**src/rtl/rx_fifo.sv**
```systemverilog
`default_nettype none
// ============================================================================
//  Module   : rx_fifo
//  Purpose  : Receive-side byte FIFO placed behind a UART receiver. Bytes are
//             pushed by the receiver's one-cycle done strobe and popped by a
//             consumer. The head byte is presented first-word-fall-through.
//             A push at full is dropped (sticky overflow) unless a pop occurs
//             in the same cycle. A pop at empty is ignored and reported by a
//             one-cycle underflow pulse.
//
//  Ports    : BCLK        - rising-edge clock (receiver oversample clock)
//             reset       - synchronous active-high reset
//             rx_dout     - byte from the receiver
//             rx_done_tk  - write strobe (one attempt per high cycle)
//             rd_en       - consumer pop request
//             ovf_clr     - clears the sticky overflow flag
//             rd_data     - head-of-queue byte, 0 while empty
//             empty/full/almost_full - occupancy flags decoded from count
//             count       - occupancy, 0..DEPTH
//             overflow    - sticky, set when a byte is dropped
//             underflow   - one-cycle pulse after an ignored pop
//
//  Revision : 1.0 - initial release
// ============================================================================
module rx_fifo #(
    parameter int DATA_WIDTH  = 8,
    parameter int DEPTH       = 16,
    parameter int ADDR_BITS   = $clog2(DEPTH),
    parameter int AFULL_LEVEL = DEPTH - 2
) (
    input  logic                  BCLK,
    input  logic                  reset,
    input  logic [DATA_WIDTH-1:0] rx_dout,
    input  logic                  rx_done_tk,
    input  logic                  rd_en,
    input  logic                  ovf_clr,
    output logic [DATA_WIDTH-1:0] rd_data,
    output logic                  empty,
    output logic                  full,
    output logic                  almost_full,
    output logic [ADDR_BITS:0]    count,
    output logic                  overflow,
    output logic                  underflow
);

    localparam logic [ADDR_BITS:0] c_DEPTH = DEPTH[ADDR_BITS:0];
    localparam logic [ADDR_BITS:0] c_AFULL = AFULL_LEVEL[ADDR_BITS:0];
    localparam logic [ADDR_BITS:0] c_ONE   = {{ADDR_BITS{1'b0}}, 1'b1};

    logic [DATA_WIDTH-1:0] r_mem [DEPTH];
    logic [ADDR_BITS-1:0]  r_wr_ptr;
    logic [ADDR_BITS-1:0]  r_rd_ptr;
    logic [ADDR_BITS:0]    r_count;
    logic                  r_overflow;
    logic                  r_underflow;

    logic w_empty;
    logic w_full;
    logic w_rd_ok;
    logic w_wr_ok;
    logic w_drop;

    // Flags come straight from the registered count so they never glitch.
    assign w_empty = (r_count == '0);
    assign w_full  = (r_count == c_DEPTH);

    // A pop frees a slot in the same cycle, so a push at full is still
    // accepted when it coincides with a real pop.
    assign w_rd_ok = rd_en & ~w_empty;
    assign w_wr_ok = rx_done_tk & (~w_full | w_rd_ok);
    assign w_drop  = rx_done_tk & ~w_wr_ok;

    // Storage is deliberately left unreset; only the pointers define validity.
    always_ff @(posedge BCLK) begin
        if (w_wr_ok && !reset) begin
            r_mem[r_wr_ptr] <= rx_dout;
        end
    end

    always_ff @(posedge BCLK) begin
        if (reset) begin
            r_wr_ptr    <= '0;
            r_rd_ptr    <= '0;
            r_count     <= '0;
            r_overflow  <= 1'b0;
            r_underflow <= 1'b0;
        end else begin
            // Pointers wrap naturally because DEPTH is a power of two.
            if (w_wr_ok) begin
                r_wr_ptr <= r_wr_ptr + 1'b1;
            end
            if (w_rd_ok) begin
                r_rd_ptr <= r_rd_ptr + 1'b1;
            end

            if (w_wr_ok && !w_rd_ok) begin
                r_count <= r_count + c_ONE;
            end else if (w_rd_ok && !w_wr_ok) begin
                r_count <= r_count - c_ONE;
            end

            // A drop in the same cycle as a clear must leave the flag set.
            if (w_drop) begin
                r_overflow <= 1'b1;
            end else if (ovf_clr) begin
                r_overflow <= 1'b0;
            end

            r_underflow <= rd_en & w_empty;
        end
    end

    // First-word-fall-through head; forced to zero while nothing is queued.
    assign rd_data     = w_empty ? '0 : r_mem[r_rd_ptr];
    assign empty       = w_empty;
    assign full        = w_full;
    assign almost_full = (r_count >= c_AFULL);
    assign count       = r_count;
    assign overflow    = r_overflow;
    assign underflow   = r_underflow;

endmodule
`default_nettype wire

```
**config.mk**
```make
export PLATFORM = sky130hd
export DESIGN_NAME = rx_fifo
export DESIGN_NICKNAME = d
export VERILOG_FILES = /design/src/rtl/rx_fifo.sv
export SDC_FILE = /design/constraint.sdc
export NUM_CORES = 1
export LEC_CHECK = 0
export BUFFER_PORTS_ARGS = -buffer_cell sky130_fd_sc_hd__buf_2
export CORE_MARGIN = 2
export CORE_UTILIZATION = 60
export DETAILED_ROUTE_END_ITERATION = 8
export GPL_TIMING_DRIVEN = 0
export PLACE_DENSITY = 0.9
export SLEW_MARGIN = 20
export SYNTH_ARGS = -nofsm -noshare
export SYNTH_HDL_FRONTEND = slang
export SYNTH_SLANG_ARGS = --single-unit
export TNS_END_PERCENT = 20
```
**constraint.sdc**
```tcl
create_clock -name BCLK -period 3.5 [get_ports BCLK]
set_clock_uncertainty 0.05 [all_clocks]
set_input_delay 0.525 -clock BCLK [delete_from_list [all_inputs] [get_ports BCLK]]
set_output_delay 0.525 -clock BCLK [all_outputs]
set_load 0.02 [all_outputs]
```
Word level (Yosys, flattened, before mapping)

Memory sizes are Yosys's and may differ from the RTL's. A register that Yosys moved wholly into a read port is not among the register bits.
Cells that the tools add are included.

Bitwise operators: 8
Muxes and demuxes: 9
Equality and inequality tests: 1
$add $sub $neg: 4
$lt $le $gt $ge: 1
Reduce and logical (&&, ||, !) cells: 9

Operators with widths:

| kind                                                                                 | number |
|---|---|
| 5-bit 2-to-1 mux                                                                     | 2 |
| 4-bit by 1-bit adder with 4-bit output (second input constant)                       | 2 |
| 4-bit 2-to-1 mux                                                                     | 2 |
| 8-bit 2-to-1 mux                                                                     | 1 |
| 5-bit by 1-bit adder with 5-bit output (second input constant)                       | 1 |
| 5-bit == test (second input constant)                                                | 1 |
| 5-bit by 4-bit greater-or-equal comparator with 1-bit output (second input constant) | 1 |
| 5-bit zero test                                                                      | 1 |
| 5-bit by 1-bit subtractor with 5-bit output (second input constant)                  | 1 |
| 1-bit bitwise AND                                                                    | 4 |
| 1-bit 2-to-1 mux                                                                     | 4 |
| 2-bit nonzero test                                                                   | 2 |
| 1-bit logical AND                                                                    | 3 |
| 1-bit zero test                                                                      | 3 |
| 1-bit NOT                                                                            | 3 |
| 1-bit bitwise OR                                                                     | 1 |

Bits in writable memories: 128
Bits of input ports: 13
Bits in registers: 15
Memories: 1

Memory list:

| name  | words | width | read ports | clocked after memory_dff | wr ports | line | RTL |
|---|---|---|---|---|---|---|---|
| r_mem | 16    | 8     | 1          | 1                        | 1        | 50   | `logic [DATA_WIDTH-1:0] r_mem [DEPTH];` |

Logic depth before layout (Yosys ltp)

Gate-level depths: netlist (run 1).

Depth after elaboration: 9
Mapped depth: 11
Mapped depth without buffers: 9

Worst setup path before layout (run 1)

No wires, ideal clock.

Path kind: register -> register
Start point: register r_count[0], in the netlist count[0]
End point: register r_count[4], in the netlist count[4]
Data arrival time: 2.815 ns
Buffers on the path: 2
Clock period less this slack: 2.986 ns
Setup time: 0.121 ns
Path slack: 0.514 ns
Cell stages (with the launch flop): 12
Required time: 3.329 ns
Cell sequence: dfxtp_1 > or4_4 > buf_6 > o31a_1 > buf_6 > ha_1 > inv_1 > ha_1 > a21oi_1 > a211oi_1 > a31oi_1 > mux2_2

Cells in the longest elaborated chain, start to end: 8

RTL lines:

| what                         | line | RTL |
|---|---|---|
| from (decl)                  | 53   | `logic [ADDR_BITS:0] r_count;` |
| from (signal assigned)       | 97   | `r_count <= r_count + c_ONE;` |
| from (signal assigned)       | 99   | `r_count <= r_count - c_ONE;` |
| 5-bit zero test              | 64   | `assign w_empty = (r_count == '0);` |
| 1-bit NOT                    | 69   | `assign w_rd_ok = rd_en & ~w_empty;` |
| 1-bit bitwise AND            | 69   |  |
| 1-bit bitwise OR             | 70   | `assign w_wr_ok = rx_done_tk & (~w_full \| w_rd_ok);` |
| 1-bit bitwise AND            | 70   |  |
| 1-bit zero test              | 98   | `end else if (w_rd_ok && !w_wr_ok) begin` |
| 1-bit logical AND            | 98   |  |
| 2-bit nonzero test (no line) | -    |  |

Several ways; a longest one is shown, not always the timed one. The select of a mux whose other input is x is not followed.
A chain may end at the register's enable or synchronous reset.

==> results of run 1 <==
cells by family (layout without fill, tap and decap cells):
kind of cell / Yosys count / count (layout) / synth area share
multiplexers: 43 / 43 / 0.1401
AND/OR/NAND/NOR: 61 / 61 / 0.04846
AO/OA/AOI/OAI: 31 / 31 / 0.04151
XOR/XNOR: 8 / 8 / 0.01180
flip-flops: 147 / 147 / 0.7113
adder cells (fa/ha/maj): 11 / 11 / 0.02444
buffers and inverters: 27 / 89 / 0.02234
synthesized netlist by cell type:
master	instances
sky130_fd_sc_hd__edfxtp_1	128
sky130_fd_sc_hd__mux4_2	32
sky130_fd_sc_hd__nor2_1	32
sky130_fd_sc_hd__dfxtp_1	19
sky130_fd_sc_hd__a211oi_1	17
sky130_fd_sc_hd__ha_1	10
sky130_fd_sc_hd__mux2i_1	10
sky130_fd_sc_hd__clkbuf_1	9
sky130_fd_sc_hd__inv_1	8
sky130_fd_sc_hd__nor2b_1	8
sky130_fd_sc_hd__nand2_1	6
sky130_fd_sc_hd__xor2_1	6
sky130_fd_sc_hd__a21oi_1	4
sky130_fd_sc_hd__buf_2	4
sky130_fd_sc_hd__nor3_1	4
sky130_fd_sc_hd__buf_6	3
sky130_fd_sc_hd__nand3b_1	3
sky130_fd_sc_hd__and3_1	2
sky130_fd_sc_hd__buf_1	2
sky130_fd_sc_hd__nand3_1	2
sky130_fd_sc_hd__o211ai_1	2
sky130_fd_sc_hd__xnor2_1	2
sky130_fd_sc_hd__a21oi_2	1
sky130_fd_sc_hd__a31o_1	1
sky130_fd_sc_hd__a31oi_1	1
sky130_fd_sc_hd__a32oi_1	1
sky130_fd_sc_hd__buf_4	1
sky130_fd_sc_hd__fa_1	1
sky130_fd_sc_hd__mux2_2	1
sky130_fd_sc_hd__nand2b_1	1
sky130_fd_sc_hd__nor4_1	1
sky130_fd_sc_hd__o21ai_2	1
sky130_fd_sc_hd__o311ai_4	1
sky130_fd_sc_hd__o31a_1	1
sky130_fd_sc_hd__o31ai_1	1
sky130_fd_sc_hd__or3_1	1
sky130_fd_sc_hd__or4_4	1
layer usage:
metal  GRT usage  vias to the layer above  share of wire
met3     0.05645                       13          0.057
met2      0.3717                      102           0.53
li1            -                     1401              -
met4     0.07287                        0          0.012
met5           0                        -              0
met1      0.2818                     1539           0.40
power groups by stage:
stage	Combinational, mW	Sequential, mW	Clock, mW
floorplan	0.886	2.07	0
global placement	1.18	2.05	0
detailed placement	1.21	2.05	0
CTS	1.22	2.02	1.64
global route	1.31	2.03	1.72
finish	1.20	2.02	1.61
worst paths after layout:
| check | start | end | slack (ps) | depth (start not counted) |
|---|---|---|---|---|
| max | flop | rd_data[0] | 350 | 7 |
| min | ovf_clr | overflow | 250 | 4 |
| max reg2reg | count[0] | count[4] | 380 | 11 |
| min reg2reg | overflow | overflow | 450 | 2 |
critical path: stages, from the launching register on:
cell,delay (ps)
sky130_fd_sc_hd__dfxtp_1,310
sky130_fd_sc_hd__buf_2,170
sky130_fd_sc_hd__buf_4,270
sky130_fd_sc_hd__buf_6,220
sky130_fd_sc_hd__mux4_2,520
sky130_fd_sc_hd__mux2i_1,210
sky130_fd_sc_hd__a211oi_1,140
sky130_fd_sc_hd__buf_2,210
flip-flops by register name, indices dropped and copies added (netlist names), named ones only:
name and flops:
r_rd_ptr 4, r_mem 128, r_wr_ptr 4, underflow 1, overflow 1, count 5
per-stage QoR:
stage | cells | hold slack, ps
floorplan | 328 | 434.7
global placement | 491 | 416.9
detailed placement | 491 | 429.6
CTS | 523 | 236.1
global route | 523 | 264.7
finish | 523 | 246.9
final cells by class:
type,count,area [sq um],area share
Timing Repair Buffer,30,150.1,0.02204
Clock inverter,14,118.9,0.01745
Sequential cell,147,4224,0.6201
Tap cell,133,166.4,0.02443
Clock buffer,18,417.9,0.06135
Buffer,19,102.6,0.01506
Multi-Input combinational cell,154,1602,0.2351
Inverter,8,30.03,0.004409
==> results.cfg, run 1 <==
[sta]
timing.setup.tns_ps = 0
post-route-worst-setup-slack_ps = 347.9
setup_repair_after_global_routing_missed_its_margin = false
finalSetupViolCount = 0
timing.final.crit_share = 0.9006
fmax_mhz = 317.2
worst-slew-pin-transition_ps = 929.5
slew_headroom = 0.3780
maxSlewViolCount = 0
clock_period_minus_final_worst_setup_slack_ps = 3152
hold_viol_final = 0

[clocking]
buffers_from_clock_root_to_sink_at_most = 2
cts-hold-fix-buffers = 0
ctsRootBufferMaster = sky130_fd_sc_hd__clkbuf_8
numClockSinks = 147
postCtsSetupBuffers = 0
clkLatencyLatePin_ps = 530
number_of_cts_inserted_buffers = 17
cts.htree.levels = 4
postCtsResizedCells = 0
clkSlewWorstSetupHoldPaths_ps = 70
clock_tree_from_tritoncts = yes

[global_routing]
grt_use_total = 0.2201
number_of_global_route_vias_before_repair = 3165
globalRouteOverflowTotal = 0
grt_antenna_before_repair = 0
grt_start_max_net_pins = 17
grt_pass1_wl_um = 16540

[layout]
drive_above_1_share = 0.2795
final_util = 0.7034
flow.area_growth_from_synthesis_pct = 14.71
finalInstanceArea_sq_um = 6812
n_antenna_cell = 0
final_cell_mix = 128 x sky130_fd_sc_hd__edfxtp_1, 34 x sky130_fd_sc_hd__buf_2, 32 x sky130_fd_sc_hd__nor2_1, 32 x sky130_fd_sc_hd__mux4_2, 19 x sky130_fd_sc_hd__dfxtp_1
n_fill_cell = 594
design.final.nets = 401
layout_commonest_cell = sky130_fd_sc_hd__edfxtp_1

[worst_setup_path]
arrival_time_reported_for_the_critical_path_endpoint_ps = 2580
timing.critical_path.fanout_max = 10
startpoint_type = flop
worst_ep_required_time_ps = 2920
worst_setup_end_kind = output port
setup.worst_path.class = flop to output port

[pwr]
switching_share = 0.2973
powerDensity_nw_per_um2 = 709.5
overall_power_of_the_completed_layout_mw = 4.833
seq_power_share = 0.418
vdd_ir_drop_max_uv = 517.4
clockPowerShare = 0.334
p_switching_mw = 1.437
power.static_leakage_nw = 2.254
part_of_the_total_power_dissipated_in_combinational_logic = 0.248
cell_internal_pwr_mw = 3.396

[placement]
gp_congestion = 0.7975
postPlaceCellArea_sq_um = 6275
worst_slack_placed_ps = 399.4
port-buffer-count = 30
detailedPlacementHpwl_um = 6998

[synth]
yosys_warnings = 0
synth.ff_latch_count = 147
synth.avg_cell_area_sq_um = 18.10
netlist-cell-type-count = 37
synthesis.nets = 352
synth.yosys.seq_area_share = 0.7113
synthDominantAreaCellType = sky130_fd_sc_hd__edfxtp_1
yosys.area.top_type_share = 0.6473
synthesis.area_sq_um = 5938
synth_cells = 328
synth_area_leaders = sky130_fd_sc_hd__edfxtp_1 65%, sky130_fd_sc_hd__mux4_2 12%, sky130_fd_sc_hd__dfxtp_1 6.4%

[routing]
drc = 0
dr.pass1.iters = 4
routed-via-count = 3055
routed_wire_length_per_instance_um = 19.95
post_drt_via_cell_ratio = 5.841
ant_nets = 0
wl_um = 10440
first_iter_violations = 177

[floorplan]
vertical_extent_of_the_die_um = 103.5
rows = 36
fp.coreArea_sq_um = 9684
initial_core_util = 0.6132
area_of_the_die_sq_um = 10710
chipWidth_um = 103.5
number_of_ports_placed_on_the_die_boundary = 31

[run_status]
status = complete, no violations

[flow_run]
max-cap-violations = 0

[hold_path]
min-delay-path-class = input port to flop
(Power assumes the default switching activity.)
==> run 2: changes to the inputs <==
--- a/config.mk
+++ b/config.mk
@@ -7,10 +7,10 @@
 export LEC_CHECK = 0
 export BUFFER_PORTS_ARGS = -buffer_cell sky130_fd_sc_hd__buf_2
 export CORE_MARGIN = 2
-export CORE_UTILIZATION = 60
+export CORE_UTILIZATION = 54
 export DETAILED_ROUTE_END_ITERATION = 8
 export GPL_TIMING_DRIVEN = 0
-export PLACE_DENSITY = 0.9
+export PLACE_DENSITY = 0.87
 export SLEW_MARGIN = 20
 export SYNTH_ARGS = -nofsm -noshare
 export SYNTH_HDL_FRONTEND = slang
==> constraint.sdc (replaced) <==
create_clock -name BCLK -period 2.62 [get_ports BCLK]
set_clock_uncertainty 0.05 [all_clocks]
set_input_delay 0.393 -clock BCLK [delete_from_list [all_inputs] [get_ports BCLK]]
set_output_delay 0.393 -clock BCLK [all_outputs]
set_load 0.02 [all_outputs]
==> run 2 against run 1 <==
The run now ends with negative setup slack left. Flip-flop and latch count is the same. Wire length is 23% higher. Count of clock-buffer cells in the layout down 1. Critical path type unchanged. Largest cell class unchanged. Largest power group unchanged.
==> results.cfg, run 2 (synthesized netlist as in run 1, its figures left out) <==
[worst_setup_path]
worst_ep_required_time_ps = 2180
critical_path.endpoint = rd_data[7]
critPathSlowestCell = sky130_fd_sc_hd__mux4_2
cp_cell_sequence = buf_6 -> buf_12 -> buf_12 -> mux4_2 -> mux2i_4 -> a211oi_2 -> buf_4
crit_buf_inv = 4
worstReg2RegEnd = count[4]
rrSetupSlack_ps = -90
arrival_time_reported_for_the_critical_path_endpoint_ps = 2310
critical_path.top_delay_family = multiplexers
setup.worst_path.class = flop to output port
timing.critical_path.mode_cell = sky130_fd_sc_hd__buf_12
timing.critical_path.depth = 7
worst_path_largest_cell_delay_ps = 550
startpoint_type = flop
worst_setup_end_kind = output port
reg2regPathDepth = 8
regToRegStartpoint = count[0]
timing.critical_path.fanout_max = 6

[sta]
setup_repair_after_global_routing_missed_its_margin = true
slew_headroom = 0.3738
post-route-worst-setup-slack_ps = -131.7
maxSlewViolCount = 0
hold_viol_final = 0
timing.final.crit_share = 1.050
finalSetupViolCount = 10
clock_period_minus_final_worst_setup_slack_ps = 2752
fmax_mhz = 363.4
worst-slew-pin-transition_ps = 935.9

[routing]
dr.pass1.iters = 5
first_iter_violations = 255
ant_nets = 0
routed-via-count = 3251
drc = 0
routed_wire_length_per_instance_um = 23.51
wl_um = 12790
post_drt_via_cell_ratio = 5.976

[global_routing]
number_of_global_route_vias_before_repair = 3360
grt_antenna_before_repair = 0
grt_use_total = 0.2332
grt_start_max_net_pins = 17
globalRouteOverflowTotal = 0
grt_pass1_wl_um = 18840

[floorplan]
chipWidth_um = 108.9
rows = 38
area_of_the_die_sq_um = 11850
number_of_ports_placed_on_the_die_boundary = 31
vertical_extent_of_the_die_um = 108.9
fp.coreArea_sq_um = 10790
initial_core_util = 0.5502

[layout]
layout_commonest_cell = sky130_fd_sc_hd__edfxtp_1
drive_above_1_share = 0.4010
n_antenna_cell = 0
design.final.nets = 415
largest_register_ffs = 128
registers.top_by_ff_count = r_mem
flow.area_growth_from_synthesis_pct = 21.47
finalInstanceArea_sq_um = 7213
final_cell_mix = 128 x sky130_fd_sc_hd__edfxtp_1, 32 x sky130_fd_sc_hd__mux4_2, 30 x sky130_fd_sc_hd__nor2_1
final_util = 0.6683

[clocking]
ctsRootBufferMaster = sky130_fd_sc_hd__clkbuf_8
clkSlewWorstSetupHoldPaths_ps = 60
cts.htree.levels = 4
cts-hold-fix-buffers = 0
numClockSinks = 147
clock_tree_from_tritoncts = yes
buffers_from_clock_root_to_sink_at_most = 2
clkLatencyLatePin_ps = 530
number_of_cts_inserted_buffers = 17

[placement]
postPlaceCellArea_sq_um = 6309
port-buffer-count = 30
gp_congestion = 0.7765
detailedPlacementHpwl_um = 7245
worst_slack_placed_ps = -286.6

[run_status]
status = complete, but fails checks
violations = negative setup slack

[flow_run]
max-cap-violations = 0

[pwr]
powerDensity_nw_per_um2 = 986.0
power.static_leakage_nw = 2.410
vdd_ir_drop_max_uv = 783.8

[hold_path]
min-delay-path-class = input port to flop
run 2: metrics by stage:
step                power [mW]  cells  hold WS (ps)  TNS (ps)
global route             7.345    544         143.5     -1396
floorplan                3.977    328         434.7    -173.9
CTS                      6.946    539         115.7    -924.3
detailed placement       4.421    498         465.3    -356.7
global placement         4.350    498         419.2    -224.5
finish                   7.112    544         129.1    -873.9
run 2: layer usage:
| layer | part of all wire | wire length, um | track usage |
|---|---|---|---|
| met1 | 0.39 | 4963 | 0.2783 |
| met2 | 0.53 | 6788 | 0.4020 |
| met3 | 0.052 | 670 | 0.05619 |
| met4 | 0.029 | 369 | 0.1053 |
| met5 | 0 | 0 | 0 |
run 2: cell type report:
type                            instances  area [sq um]
Timing Repair Buffer                   48         344.1
Buffer                                 15         117.6
Fill cell                             663          3580
Multi-Input combinational cell        154          1794
Clock buffer                           17         414.1
Clock inverter                         15         98.84
Inverter                                8         32.53
Sequential cell                       147          4237
Tap cell                              140         175.2
run 2: worst min-delay path: stages:
cell                      delay, ps
sky130_fd_sc_hd__buf_2           90
sky130_fd_sc_hd__inv_1           40
sky130_fd_sc_hd__a32oi_1         50
sky130_fd_sc_hd__nor2_1          90
run 2: where the power goes:
group	switching (mW)	internal, mW	total (mW)
Combinational	1.14	1.13	2.27
Clock	0.891	1.23	2.12
Sequential	0.0828	2.64	2.72
run 2: worst min-delay path by stage:
stage,start,to,slack (ps),cells past startpoint
after global placement,overflow,overflow,420,2
after floorplan,r_rd_ptr[3],flop,430,2
after CTS,ovf_clr,overflow,120,4
after detailed placement,overflow,overflow,470,2
final,ovf_clr,overflow,130,4
after global routing,ovf_clr,overflow,140,4
run 2: repair_timing:
| action | in CTS | in global routing |
|---|---|---|
| hold endpoints to repair | 0 | 0 |
| endpoints found under the setup margin | 11 | 11 |
| setup buffers | 10 | 7 |
| gates resized for setup | 50 | 16 |
| cloned | 2 | 0 |
| pin swaps | 15 | 12 |
==> run 3: changes to the inputs <==
--- a/config.mk
+++ b/config.mk
@@ -11,6 +11,7 @@
 export DETAILED_ROUTE_END_ITERATION = 8
 export GPL_TIMING_DRIVEN = 0
 export PLACE_DENSITY = 0.87
+export RECOVER_POWER = 50
 export SLEW_MARGIN = 20
 export SYNTH_ARGS = -nofsm -noshare
 export SYNTH_HDL_FRONTEND = slang
==> run 3 against run 2 <==
The flow still finishes with violations (negative setup slack). Critical path depth is the same. Wire length is essentially flat. Die area is the same. Maximum frequency is essentially flat. Critical endpoint unchanged. Cell area shrank 0.23%. Global-route usage is the same. Largest power group unchanged. Sequential power is essentially flat. Worst hold slack gained 7.2 ps. Via count shrank 0.58%. First-iteration DRC count grew 3.5%.
==> results.cfg, run 3 (synthesized netlist as in run 1, its figures left out) <==
[run_status]
status = complete, but fails checks
violations = negative setup slack

[global_routing]
globalRouteMet2Util = 0.4020
grt_pass1_wl_um = 18840
grtUsageMet3 = 0.05619
global_route.usage.met1 = 0.2783
layer_carrying_the_most_global_route_usage = met2
number_of_global_route_vias_before_repair = 3360
grt_use_total = 0.2332
globalRouteOverflowTotal = 0
grt_start_max_net_pins = 17
grt_antenna_before_repair = 0

[layout]
finish.cell_count_without_fillers = 544
final_cell_mix = 128 x sky130_fd_sc_hd__edfxtp_1, 32 x sky130_fd_sc_hd__mux4_2, 30 x sky130_fd_sc_hd__nor2_1
largest_register_ffs = 128
design.final.nets = 415
n_fill_cell = 674
drive_above_1_share = 0.3688
registers.top_by_ff_count = r_mem
finalInstanceArea_sq_um = 7197
n_antenna_cell = 0
layout_commonest_cell = sky130_fd_sc_hd__edfxtp_1
flow.area_growth_from_synthesis_pct = 21.20

[worst_setup_path]
timing.critical_path.mode_cell = sky130_fd_sc_hd__buf_12
worst_path_largest_cell_delay_ps = 550
setup.worst_path.class = flop to output port
worst_setup_end_kind = output port
cp_cell_sequence = buf_6 -> buf_12 -> buf_12 -> mux4_2 -> mux2i_4 -> a211oi_2 -> buf_4
crit_buf_inv = 4
critical_path.top_delay_family = multiplexers
worst_ep_required_time_ps = 2180
timing.critical_path.fanout_max = 6
critPathSlowestCell = sky130_fd_sc_hd__mux4_2
rrSetupSlack_ps = -90
arrival_time_reported_for_the_critical_path_endpoint_ps = 2310
startpoint_type = flop

[floorplan]
fp.coreArea_sq_um = 10790
initial_core_util = 0.5502
rows = 38
chipWidth_um = 108.9
area_of_the_die_sq_um = 11850
number_of_ports_placed_on_the_die_boundary = 31
vertical_extent_of_the_die_um = 108.9

[placement]
detailedPlacementHpwl_um = 7245
numPlacedInstances = 498
gp_congestion = 0.7765
port-buffer-count = 30
postPlaceCellArea_sq_um = 6309

[clocking]
clkSlewWorstSetupHoldPaths_ps = 60
buffers_from_clock_root_to_sink_at_most = 2
numClockSinks = 147
cts-hold-fix-buffers = 0
clkLatencyLatePin_ps = 530
clock_tree_from_tritoncts = yes
number_of_cts_inserted_buffers = 17
ctsRootBufferMaster = sky130_fd_sc_hd__clkbuf_8
cts.htree.levels = 4

[sta]
hold_viol_final = 0
worst-slew-pin-transition_ps = 949.1
clock_period_minus_final_worst_setup_slack_ps = 2753
maxSlewViolCount = 0
slew_headroom = 0.3649
timing.final.crit_share = 1.051
post-route-worst-setup-slack_ps = -133.1
setup_repair_after_global_routing_missed_its_margin = true
fmax_mhz = 363.2
timing.setup.tns_ps = -850.7
finalSetupViolCount = 10

[pwr]
vdd_ir_drop_max_uv = 784.0
power.static_leakage_nw = 2.368
powerDensity_nw_per_um2 = 987.5

[routing]
dr.pass1.iters = 5
ant_nets = 0
drc = 0
post_drt_via_cell_ratio = 5.941
routed_wire_length_per_instance_um = 23.51
routed-via-count = 3232
wl_um = 12790
first_iter_violations = 264

[flow_run]
max-cap-violations = 0

[hold_path]
min-delay-path-class = input port to flop
[run 3: timing repair]
item,CTS,global route
setup buffers,10,7
gates resized for setup,50,16
pin swaps,15,12
setup endpoints to repair,11,11
cloned,2,0
[run 3: power by group]
group	leakage [nW]	switching, mW	internal [mW]	total [mW]
logic	0.802	1.14	1.12	2.26
clock network	0.256	0.895	1.23	2.12
registers	1.31	0.0833	2.64	2.73
[run 3: path summary, 6_finish.rpt]
kind                 start         end  depth (start not counted)
setup / recovery      flop  rd_data[7]                          7
hold / removal     ovf_clr    overflow                          4
setup reg to reg  count[0]    count[4]                          8
hold reg to reg   overflow    overflow                          2
[run 3: metrics by stage]
| step | hold slack [ps] | utilization | power, mW | setup WS, ps |
|---|---|---|---|---|
| after floorplan | 434.7 | - | 3.977 | -173.9 |
| after global placement | 419.2 | 0.5827 | 4.350 | -224.5 |
| after detailed placement | 465.3 | 0.5845 | 4.421 | -286.6 |
| after CTS | 115.7 | 0.6594 | 6.946 | -157.1 |
| after global routing | 143.5 | 0.6668 | 7.339 | -195.7 |
| final | 136.3 | 0.6668 | 7.107 | -133.1 |
[run 3: final cells by class]
cell class | instances | area [sq um] | share of cell area
Buffer | 15 | 117.6 | 0.01634
Clock buffer | 17 | 414.1 | 0.05755
Clock inverter | 15 | 98.84 | 0.01373
Inverter | 8 | 32.53 | 0.004520
Multi-Input combinational cell | 154 | 1794 | 0.2493
Sequential cell | 147 | 4237 | 0.5887
Tap cell | 140 | 175.2 | 0.02434
Timing Repair Buffer | 48 | 327.8 | 0.04555
[run 3: worst reg2reg max path: cells and delay by family (launching register included)]
family	cells	cell delay [ps]
AND/OR/NAND/NOR	2	740
flip-flops	1	350
AO/OA/AOI/OAI	3	610
adder cells (fa/ha/maj)	2	550
multiplexers	1	290
[run 3: metal layers]
| layer | part of all wire | wire (um) | vias up |
|---|---|---|---|
| met5 | 0 | 0 | - |
| met3 | 0.060 | 771 | 22 |
| met2 | 0.54 | 6845 | 155 |
| met1 | 0.38 | 4876 | 1634 |
| li1 | - | - | 1421 |
| met4 | 0.023 | 298 | 0 |
